==> src/rtl/braille_pkg.sv <==
// Shared types and constants for the Braille number transmitter: cell encoding,
// digit lookup table and FSM state encoding.
package braille_pkg;

  // bit0 = dot1 ... bit5 = dot6; 1 = raised
  typedef logic [5:0] cell_t;

  typedef enum logic [1:0] {
    IDLE,
    SHOW,
    GAP
  } state_t;

  localparam cell_t NUM_SIGN = 6'b111100;

  localparam cell_t DIGIT_CELL [0:9] = '{
    6'b011010,  // 0
    6'b000001,  // 1
    6'b000011,  // 2
    6'b001001,  // 3
    6'b011001,  // 4
    6'b010001,  // 5
    6'b001011,  // 6
    6'b011011,  // 7
    6'b010011,  // 8
    6'b001010   // 9
  };

endpackage

==> src/rtl/braille_number_transmitter_if.sv <==
// Request/cell-output bundle between a controller (master) and the Braille
// number transmitter (slave).
interface braille_number_transmitter_if;
  logic       start;
  logic [3:0] X;
  logic [3:0] Y;
  logic       A, B, C, D, E, F;
  logic       cell_valid;
  logic       busy;
  logic       done;
  logic       err;

  modport master (
    output start, X, Y,
    input  A, B, C, D, E, F, cell_valid, busy, done, err
  );

  modport slave (
    input  start, X, Y,
    output A, B, C, D, E, F, cell_valid, busy, done, err
  );
endinterface

==> src/rtl/bcd_to_braille_cell.sv <==
// Combinational BCD digit to 6-dot Braille cell lookup; non-BCD codes give a
// blank cell.
module bcd_to_braille_cell
  import braille_pkg::*;
(
  input  logic [3:0] digit_i,
  output cell_t      cell_o
);

  always_comb begin
    cell_o = '0;
    if (digit_i <= 4'd9) begin
      cell_o = DIGIT_CELL[digit_i];
    end
  end

endmodule

==> src/rtl/braille_number_transmitter.sv <==
// Sends a captured two-digit BCD value as numeric-indicator, tens and units
// Braille cells, each held DWELL_CYCLES then blanked for GAP_CYCLES.
// Optional BRAILLE_LZ_SUPPRESS_EN skips the tens cell when the tens digit is 0.
module braille_number_transmitter
  import braille_pkg::*;
#(
  parameter int DWELL_CYCLES = 8,
  parameter int GAP_CYCLES   = 2
) (
  input  logic                         clk,
  input  logic                         rst,
  braille_number_transmitter_if.slave  bus
);

  localparam int MAX_CYC = (DWELL_CYCLES > GAP_CYCLES) ? DWELL_CYCLES : GAP_CYCLES;
  localparam int CW      = $clog2(MAX_CYC + 1);

  state_t        state_q, state_d;
  logic [CW-1:0] cnt_q, cnt_d;
  logic [1:0]    idx_q, idx_d;
  logic [3:0]    x_q, x_d, y_q, y_d;
  cell_t         cell_q, cell_d;
  logic          valid_q, valid_d;
  logic          busy_q, busy_d;
  logic          done_q, done_d;
  logic          err_q, err_d;

  logic [1:0]    idx_next;
  logic [3:0]    digit_sel;
  cell_t         digit_cell;

  // Skip the tens slot only when suppression is built in and tens is zero
`ifdef BRAILLE_LZ_SUPPRESS_EN
  assign idx_next = ((idx_q == 2'd0) && (x_q == 4'd0)) ? 2'd2 : idx_q + 2'd1;
`else
  assign idx_next = idx_q + 2'd1;
`endif

  always_comb begin
    state_d = state_q;
    cnt_d   = cnt_q;
    idx_d   = idx_q;
    x_d     = x_q;
    y_d     = y_q;
    done_d  = 1'b0;
    err_d   = 1'b0;
    case (state_q)
      IDLE: begin
        if (bus.start) begin
          if ((bus.X <= 4'd9) && (bus.Y <= 4'd9)) begin
            x_d     = bus.X;
            y_d     = bus.Y;
            idx_d   = 2'd0;
            cnt_d   = CW'(DWELL_CYCLES - 1);
            state_d = SHOW;
          end else begin
            err_d = 1'b1;
          end
        end
      end
      SHOW: begin
        if (cnt_q == '0) begin
          cnt_d   = CW'(GAP_CYCLES - 1);
          state_d = GAP;
        end else begin
          cnt_d = cnt_q - CW'(1);
        end
      end
      GAP: begin
        if (cnt_q == '0) begin
          if (idx_q == 2'd2) begin
            done_d  = 1'b1;
            state_d = IDLE;
          end else begin
            idx_d   = idx_next;
            cnt_d   = CW'(DWELL_CYCLES - 1);
            state_d = SHOW;
          end
        end else begin
          cnt_d = cnt_q - CW'(1);
        end
      end
      default: state_d = IDLE;
    endcase
  end

  // Outputs are registered from next-state values so they line up with the state
  assign digit_sel = (idx_d == 2'd1) ? x_d : y_d;

  bcd_to_braille_cell u_lut (
    .digit_i (digit_sel),
    .cell_o  (digit_cell)
  );

  always_comb begin
    valid_d = (state_d == SHOW);
    busy_d  = (state_d != IDLE);
    cell_d  = '0;
    if (valid_d) begin
      cell_d = (idx_d == 2'd0) ? NUM_SIGN : digit_cell;
    end
  end

  always_ff @(posedge clk or posedge rst) begin
    if (rst) begin
      state_q <= IDLE;
      cnt_q   <= '0;
      idx_q   <= 2'd0;
      cell_q  <= '0;
      valid_q <= 1'b0;
      busy_q  <= 1'b0;
      done_q  <= 1'b0;
      err_q   <= 1'b0;
    end else begin
      state_q <= state_d;
      cnt_q   <= cnt_d;
      idx_q   <= idx_d;
      cell_q  <= cell_d;
      valid_q <= valid_d;
      busy_q  <= busy_d;
      done_q  <= done_d;
      err_q   <= err_d;
    end
  end

  always_ff @(posedge clk) begin
    x_q <= x_d;
    y_q <= y_d;
  end

  assign bus.A          = cell_q[0];
  assign bus.B          = cell_q[1];
  assign bus.C          = cell_q[2];
  assign bus.D          = cell_q[3];
  assign bus.E          = cell_q[4];
  assign bus.F          = cell_q[5];
  assign bus.cell_valid = valid_q;
  assign bus.busy       = busy_q;
  assign bus.done       = done_q;
  assign bus.err        = err_q;

endmodule

==> src/flat_wrapper.sv <==
// flat-port wrapper written by rule: the top's interface ports become plain ports
module braille_number_transmitter_flat import braille_pkg::*;
#(
  parameter int DWELL_CYCLES = 8,
  parameter int GAP_CYCLES   = 2
)
  (clk, rst, bus_start, bus_X, bus_Y, bus_A, bus_B, bus_C, bus_D, bus_E, bus_F, bus_cell_valid, bus_busy, bus_done, bus_err);
  braille_number_transmitter_if bus_i ();
  input  logic clk;
  input  logic rst;
  input wire logic [$bits(bus_i.start)-1:0] bus_start;
  input wire logic [$bits(bus_i.X)-1:0] bus_X;
  input wire logic [$bits(bus_i.Y)-1:0] bus_Y;
  output wire logic [$bits(bus_i.A)-1:0] bus_A;
  output wire logic [$bits(bus_i.B)-1:0] bus_B;
  output wire logic [$bits(bus_i.C)-1:0] bus_C;
  output wire logic [$bits(bus_i.D)-1:0] bus_D;
  output wire logic [$bits(bus_i.E)-1:0] bus_E;
  output wire logic [$bits(bus_i.F)-1:0] bus_F;
  output wire logic [$bits(bus_i.cell_valid)-1:0] bus_cell_valid;
  output wire logic [$bits(bus_i.busy)-1:0] bus_busy;
  output wire logic [$bits(bus_i.done)-1:0] bus_done;
  output wire logic [$bits(bus_i.err)-1:0] bus_err;
  assign bus_i.start = bus_start;
  assign bus_i.X = bus_X;
  assign bus_i.Y = bus_Y;
  assign bus_A = bus_i.A;
  assign bus_B = bus_i.B;
  assign bus_C = bus_i.C;
  assign bus_D = bus_i.D;
  assign bus_E = bus_i.E;
  assign bus_F = bus_i.F;
  assign bus_cell_valid = bus_i.cell_valid;
  assign bus_busy = bus_i.busy;
  assign bus_done = bus_i.done;
  assign bus_err = bus_i.err;
  braille_number_transmitter #(.DWELL_CYCLES(DWELL_CYCLES), .GAP_CYCLES(GAP_CYCLES)) u_core (.clk(clk), .rst(rst), .bus(bus_i));
endmodule
==> config.mk <==
export PLATFORM = sky130hd
export DESIGN_NAME = braille_number_transmitter_flat
export DESIGN_NICKNAME = d
export VERILOG_FILES = /design/src/rtl/braille_pkg.sv /design/src/rtl/braille_number_transmitter_if.sv /design/src/rtl/bcd_to_braille_cell.sv /design/src/rtl/braille_number_transmitter.sv /design/src/flat_wrapper.sv
export SDC_FILE = /design/constraint.sdc
export NUM_CORES = 1
export LEC_CHECK = 0
export CAP_MARGIN = 20
export CORE_AREA = 5 5 91 84
export CTS_CLUSTER_DIAMETER = 120
export CTS_CLUSTER_SIZE = 40
export DETAILED_ROUTE_END_ITERATION = 10
export DIE_AREA = 0 0 96 89
export PLACE_DENSITY = 0.47
export SLEW_MARGIN = 20
export SYNTH_ARGS = -nofsm -noshare
export SYNTH_HDL_FRONTEND = slang
export SYNTH_SLANG_ARGS = --single-unit
==> constraint.sdc <==
create_clock -name clk -period 3.5 [get_ports clk]
set_input_delay 1.05 -clock clk [delete_from_list [all_inputs] [get_ports clk]]
set_output_delay 1.05 -clock clk [all_outputs]
set_load 0.01 [all_outputs]
# Word level (Yosys, flattened, before mapping)
# Memory sizes are Yosys's and may differ from the RTL's.
# Index checks and enable logic that the tools add are counted.
[classes] n_addsub=2 order_cmp=4 eq_ne=8 n_mux=35 bitwise_logic=1 n_reduce_logical=7
[op_table] op="2-to-1 mux 4 bit" count=12
[op_table] op="2-to-1 mux 6 bit" count=5
[op_table] op="2-to-1 mux 2 bit" count=8
[op_table] op="<= comparator 4 bit (second input constant)" count=3
[op_table] op="one-hot mux 4 bit (3 select lines)" count=1
[op_table] op="2-to-1 mux 1 bit" count=7
[op_table] op="== test 2 x 1 -> 1 bit (second input constant)" count=3
[op_table] op="one-hot mux 2 bit (3 select lines)" count=1
[op_table] op=">= comparator 5 bit (second input constant)" count=1
[op_table] op="NOT 4 -> 5 bit" count=1
[op_table] op="== test 2 bit (second input constant)" count=2
[op_table] op="zero test 2 bit" count=2
[op_table] op="zero test 4 bit" count=1
[op_table] op="one-hot mux 2 bit (2 select lines)" count=1
[op_table] op="AND reduction 4 bit" count=1
[op_table] op="subtractor 4 x 1 -> 4 bit (second input constant)" count=1
[op_table] op="inequality test 3 bit (second input constant)" count=1
[op_table] op="nonzero test 3 bit" count=1
[op_table] op="adder 2 x 1 -> 2 bit (second input constant)" count=1
[op_table] op="inequality test 2 x 1 -> 1 bit (second input constant)" count=1
[op_table] op="inequality test 2 bit (second input constant)" count=1
[op_table] op="nonzero test 2 bit" count=1
[op_table] op="logical AND 1 bit" count=1
[word_totals] regBits=26 romBits=96 in_bits=11 output_inout_bits=10 memories=1
[mem_list] memory="(no name shown)" depth=16 width=6 rd=1 rd_ports_with_merged_regs=0 wr=0 line="bcd_to_braille_cell.sv:13" source="cell_o = DIGIT_CELL[digit_i];"

# Depth between registers and ports, before layout
[logic_depth] ltp_word=14 ltp_mapped=12 ltp_nobuf=11

# By module
# From an unflattened synthesis, not the netlist that was laid out.
[unflattened] hier_cells=136 hier_area_um2=1571.5
[modules_own_cells] module="braille_number_transmitter" n_inst=1 cells_per_inst=112 area_each_um2=1391.3 seq_area_each_um2=610.6
[modules_own_cells] module="bcd_to_braille_cell" n_inst=1 cells_per_inst=24 area_each_um2=180.2 seq_area_each_um2=0.0

# Least setup slack after synthesis
# OpenSTA, ideal clock, no wires.
[synth_timing] path_type="input -> register" from="input bus_Y[1]" to="register u_core.cell_q[4]" t_arrival_ns=3.228 path_slack_ns=0.142 path_stages=9 n_path_buf=1 path_cell_list="o21a_2 > o311a_1 > o211ai_4 > buf_6 > mux2_4 > ha_1 > or2_2 > a21oi_1 > o31ai_2"
[synth_via] elab_chain_cells=14 word_cells_on_any_way=26 classes_between="order compare (2); eq/ne (2); mux (18); bitwise (1); reduce/logical (2); memory (1)"
[synth_rtl] item="start: declaration" line="flat_wrapper.sv:13" source="input wire logic [$bits(bus_i.Y)-1:0] bus_Y;"
[synth_rtl] item="<= comparator 4 bit" line="braille_number_transmitter.sv:50" source="if ((bus.X <= 4'd9) && (bus.Y <= 4'd9)) begin"
[synth_rtl] item="logical AND 1 bit" line="braille_number_transmitter.sv:50"
[synth_rtl] item="2-to-1 mux 2 bit" line="braille_number_transmitter.sv:50"
[synth_rtl] item="2-to-1 mux 2 bit" line="braille_number_transmitter.sv:49" source="if (bus.start) begin"
[synth_rtl] item="one-hot mux 2 bit (2 select lines)" line="braille_number_transmitter.sv:47" source="case (state_q)"
[synth_rtl] item="== test 2 x 1 -> 1 bit" line="braille_number_transmitter.sv:88" source="assign digit_sel = (idx_d == 2'd1) ? x_d : y_d;"
[synth_rtl] item="2-to-1 mux 4 bit" line="braille_number_transmitter.sv:88"
[synth_rtl] item="NOT 4 -> 5 bit (implied by the code)" line="bcd_to_braille_cell.sv:13"
[synth_rtl] item="memory read (16 x 6 bit)"
[synth_rtl] item="2-to-1 mux 6 bit (implied by the code) (2 in series)" line="bcd_to_braille_cell.sv:13"
[synth_rtl] item="2-to-1 mux 6 bit" line="bcd_to_braille_cell.sv:12" source="if (digit_i <= 4'd9) begin"
[synth_rtl] item="2-to-1 mux 6 bit" line="braille_number_transmitter.sv:100" source="cell_d = (idx_d == 2'd0) ? NUM_SIGN : digit_cell;"
[synth_rtl] item="2-to-1 mux 6 bit (*)" line="braille_number_transmitter.sv:99" source="if (valid_d) begin"
[synth_rtl] item="net u_core.cell_d[4]" line="braille_number_transmitter.sv:22" source="cell_t cell_q, cell_d;"
[synth_rtl] item="end signal: assignment" line="braille_number_transmitter.sv:118" source="cell_q <= cell_d;"
[synth_rtl] item="end: declaration" line="braille_number_transmitter.sv:22"
# The timed path passes the listed nets; every way through them passes the cells marked *. The select of a mux whose other input is x is not followed.
# A chain may end at the register's enable or synchronous reset.

# Worst setup path after layout
[layout_timing] from="input bus_Y[1]" to="register u_core.cell_q[3]"
# Same word-level chain as after synthesis.

==> results.json <==
{
  "pre_cts_slack_ps": -222,
  "grt_max_degree": 18,
  "multi_input_area_um2": 887,
  "seq_area_frac_synth": 0.368,
  "p_per_area_nw_per_um2": 798,
  "ys_seq_elements": 25,
  "post-route-drc-count": 0,
  "cp.required_ps": 3670,
  "nFillCells": 719,
  "cap_violations": 0,
  "slowest_stage": "clkdlybuf4s50_1",
  "final_cells": 291,
  "status": "finished, final reports clean",
  "cp.arrival_ps": 3590,
  "fin_skew_ps": 4.87,
  "viasPerCell": 4.22,
  "synth.distinct_cells": 51,
  "die_w_um": 96,
  "place.gp.congestion": 0.745,
  "core_um2": 6520,
  "netlist_area_um2": 1590,
  "vias": 1227,
  "layout-drive-gt1-share": 0.274,
  "first_global_vias": 1299,
  "dpl.cell_count": 286,
  "yosysMostFrequentCell": "inv_1",
  "synth_flop_cell": "dfrtp_1",
  "fin_crit_sh": 0.978,
  "cpPeakStageDelay_ps": 420,
  "wl_per_cell_um": 12.0,
  "syn2layout_area_growth_pct": 33.6,
  "setup_viol": 0,
  "cts_tree": "done",
  "antenna_found_initial": 0,
  "cts_buffer_depth": 2,
  "ios": 21,
  "portBuffers": 20,
  "critical_path.startpoint_type": "input port",
  "clk_latency_ps": 270,
  "cp_max_fo": 6,
  "peakVddDrop_mv": 0.317,
  "ctsHoldBuffers": 0,
  "tns_ps": 0,
  "grt-ovfl-total": 0,
  "synthTopCellsByArea": "dfrtp_1 (27%), dfxtp_1 (10%), mux2i_1 (8.8%)",
  "grtUsageTotal": 0.0913,
  "routed_wl_um": 3490,
  "hold_class": "flip-flop to flip-flop",
  "root_buffer": "clkbuf_8",
  "firstDrtPassIters": 5,
  "drt_iter0_markers": 68,
  "ant_nets": 0,
  "ys_async_sr_fraction": 0.680,
  "yosysTopAreaCell": "dfrtp_1",
  "syn_inst": 154,
  "cts.sinks": 25,
  "path_class": "input port to flip-flop",
  "grt_pass1_wl_um": 6150,
  "die_h_um": 89,
  "avgSynthCellArea_um2": 10.3,
  "slew_headroom": 0.566,
  "finish.net_count": 222,
  "start_util": 0.244,
  "die-area_um2": 8540,
  "tightestPinTransition_ps": 650,
  "register_area_um2": 586,
  "cts_htree_levels": 1,
  "n_antenna_cell": 0,
  "setup_ws_ps": 76.2,
  "hpwlAfterDp_um": 2820,
  "power_mw": 1.70,
  "ys_top_cells_by_count": "inv_1 (18), dfrtp_1 (17), mux2i_1 (14), nand2_1 (14), ha_1 (9)",
  "synth_nets": 174,
  "post-route-min-period_ps": 3420,
  "path_cells": "clkdlybuf4s50_1, o21a_2, o311a_1, o211ai_4, mux2_4, ha_1, or2_2, a21boi_0, o31a_1",
  "synth_top_area_share": 0.268,
  "ys_warn_count": 0,
  "end_kind": "flip-flop",
  "final_hold_viol_count": 0,
  "rows": 28,
  "fmax_ghz": 0.292,
  "synth_edf_count": 0,
  "maxSlewViolCount": 0,
  "path_clk_slew_ps": 100,
  "cts_buffers": 3,
  "p_leak_nw": 1.02
}
-- critical path, delay by kind of cell --
kind,cells,cell delay (ps)
AND/OR/NAND/NOR,1,300
buffers and inverters,1,420
multiplexers,1,350
AO/OA/AOI/OAI,5,1290
adder cells (fa/ha/maj),1,180
-- routing by layer --
layer	GRT usage	vias up	routed length (um)
li1	-	633	-
met1	0.115	574	1660
met2	0.161	18	1710
met3	0.0210	2	106
met4	0.0155	0	12
met5	0	-	0
-- layout by cell type, fill, tap and decap left out, types with 2 or more instances in the layout --
| master | count |
|---|---|
| a21o_1 | 2 |
| a21oi_1 | 7 |
| a31oi_1 | 2 |
| buf_4 | 29 |
| clkbuf_8 | 3 |
| clkdlybuf4s50_1 | 18 |
| dfrtp_1 | 17 |
| dfxtp_1 | 8 |
| dlymetal6s2s_1 | 2 |
| ha_1 | 8 |
| inv_1 | 18 |
| mux2_2 | 2 |
| mux2_4 | 3 |
| mux2i_1 | 13 |
| nand2_1 | 13 |
| nand2b_1 | 4 |
| nand3b_1 | 2 |
| nor2_1 | 7 |
| o21a_1 | 2 |
| o21ai_0 | 3 |
| o22a_1 | 3 |
| or2_2 | 3 |
-- kinds of logic after synthesis --
family	after synthesis	share of synthesized area
fa+ha+maj	9	0.0708
mux	21	0.159
simple gates	43	0.153
buf+inv	24	0.0795
flops	25	0.368
compound gates	32	0.170
-- repair_timing --
item | in CTS | in global routing
resized for setup | 0 | 5
setup endpoints to repair | 0 | 4
buffers inserted | 0 | 1
-- metrics by stage --
stage / hold WS, ps / cell area (um2) / util
3_3_place_gp: 530 / 2050 / 0.315
2_1_floorplan: 463 / 1590 / -
6_report: 553 / 2120 / 0.326
4_1_cts: 567 / 2100 / 0.323
3_5_place_dp: 538 / 2050 / 0.315
5_1_grt: 581 / 2120 / 0.326
-- state kept, by name, indices dropped and copies added, names as in the netlist, 2 cells and up --
signal	cells
u_core.y_q	4
u_core.cnt_q	4
u_core.state_q	2
u_core.cell_q	5
u_core.idx_q	2
u_core.x_q	4
-- path summary, 6_finish.rpt --
path	startpoint	to	cells after the start	slack, ps
max	bus_Y[1]	u_core.cell_q[3]	9	80
min	u_core.cnt_q[1]	u_core.cnt_q[1]	1	550
max reg2reg	u_core.cnt_q[0]	u_core.cell_q[3]	10	600
min reg2reg	u_core.cnt_q[1]	u_core.cnt_q[1]	1	550
max in group asynchronous	rst	u_core.cell_q[1]	2	1930
min in group asynchronous	rst	u_core.bus.busy	2	1150
-- area by class of cell --
cell class	count	share of cell area
clock buffers	3	0.0194
clock inverters	1	0.00353
inverters	18	0.0318
multi-input cells	105	0.418
flip-flops and latches	25	0.276
well taps	90	0.0530
repair buffers	49	0.199
-- where the power goes --
| group | internal [mW] | switching, mW | total (mW) |
|---|---|---|---|
| clock network | 0.0809 | 0.103 | 0.184 |
| registers | 0.405 | 0.0672 | 0.472 |
| logic | 0.546 | 0.494 | 1.04 |
| total | 1.03 | 0.664 | 1.70 |
(Power assumes the default switching activity.)
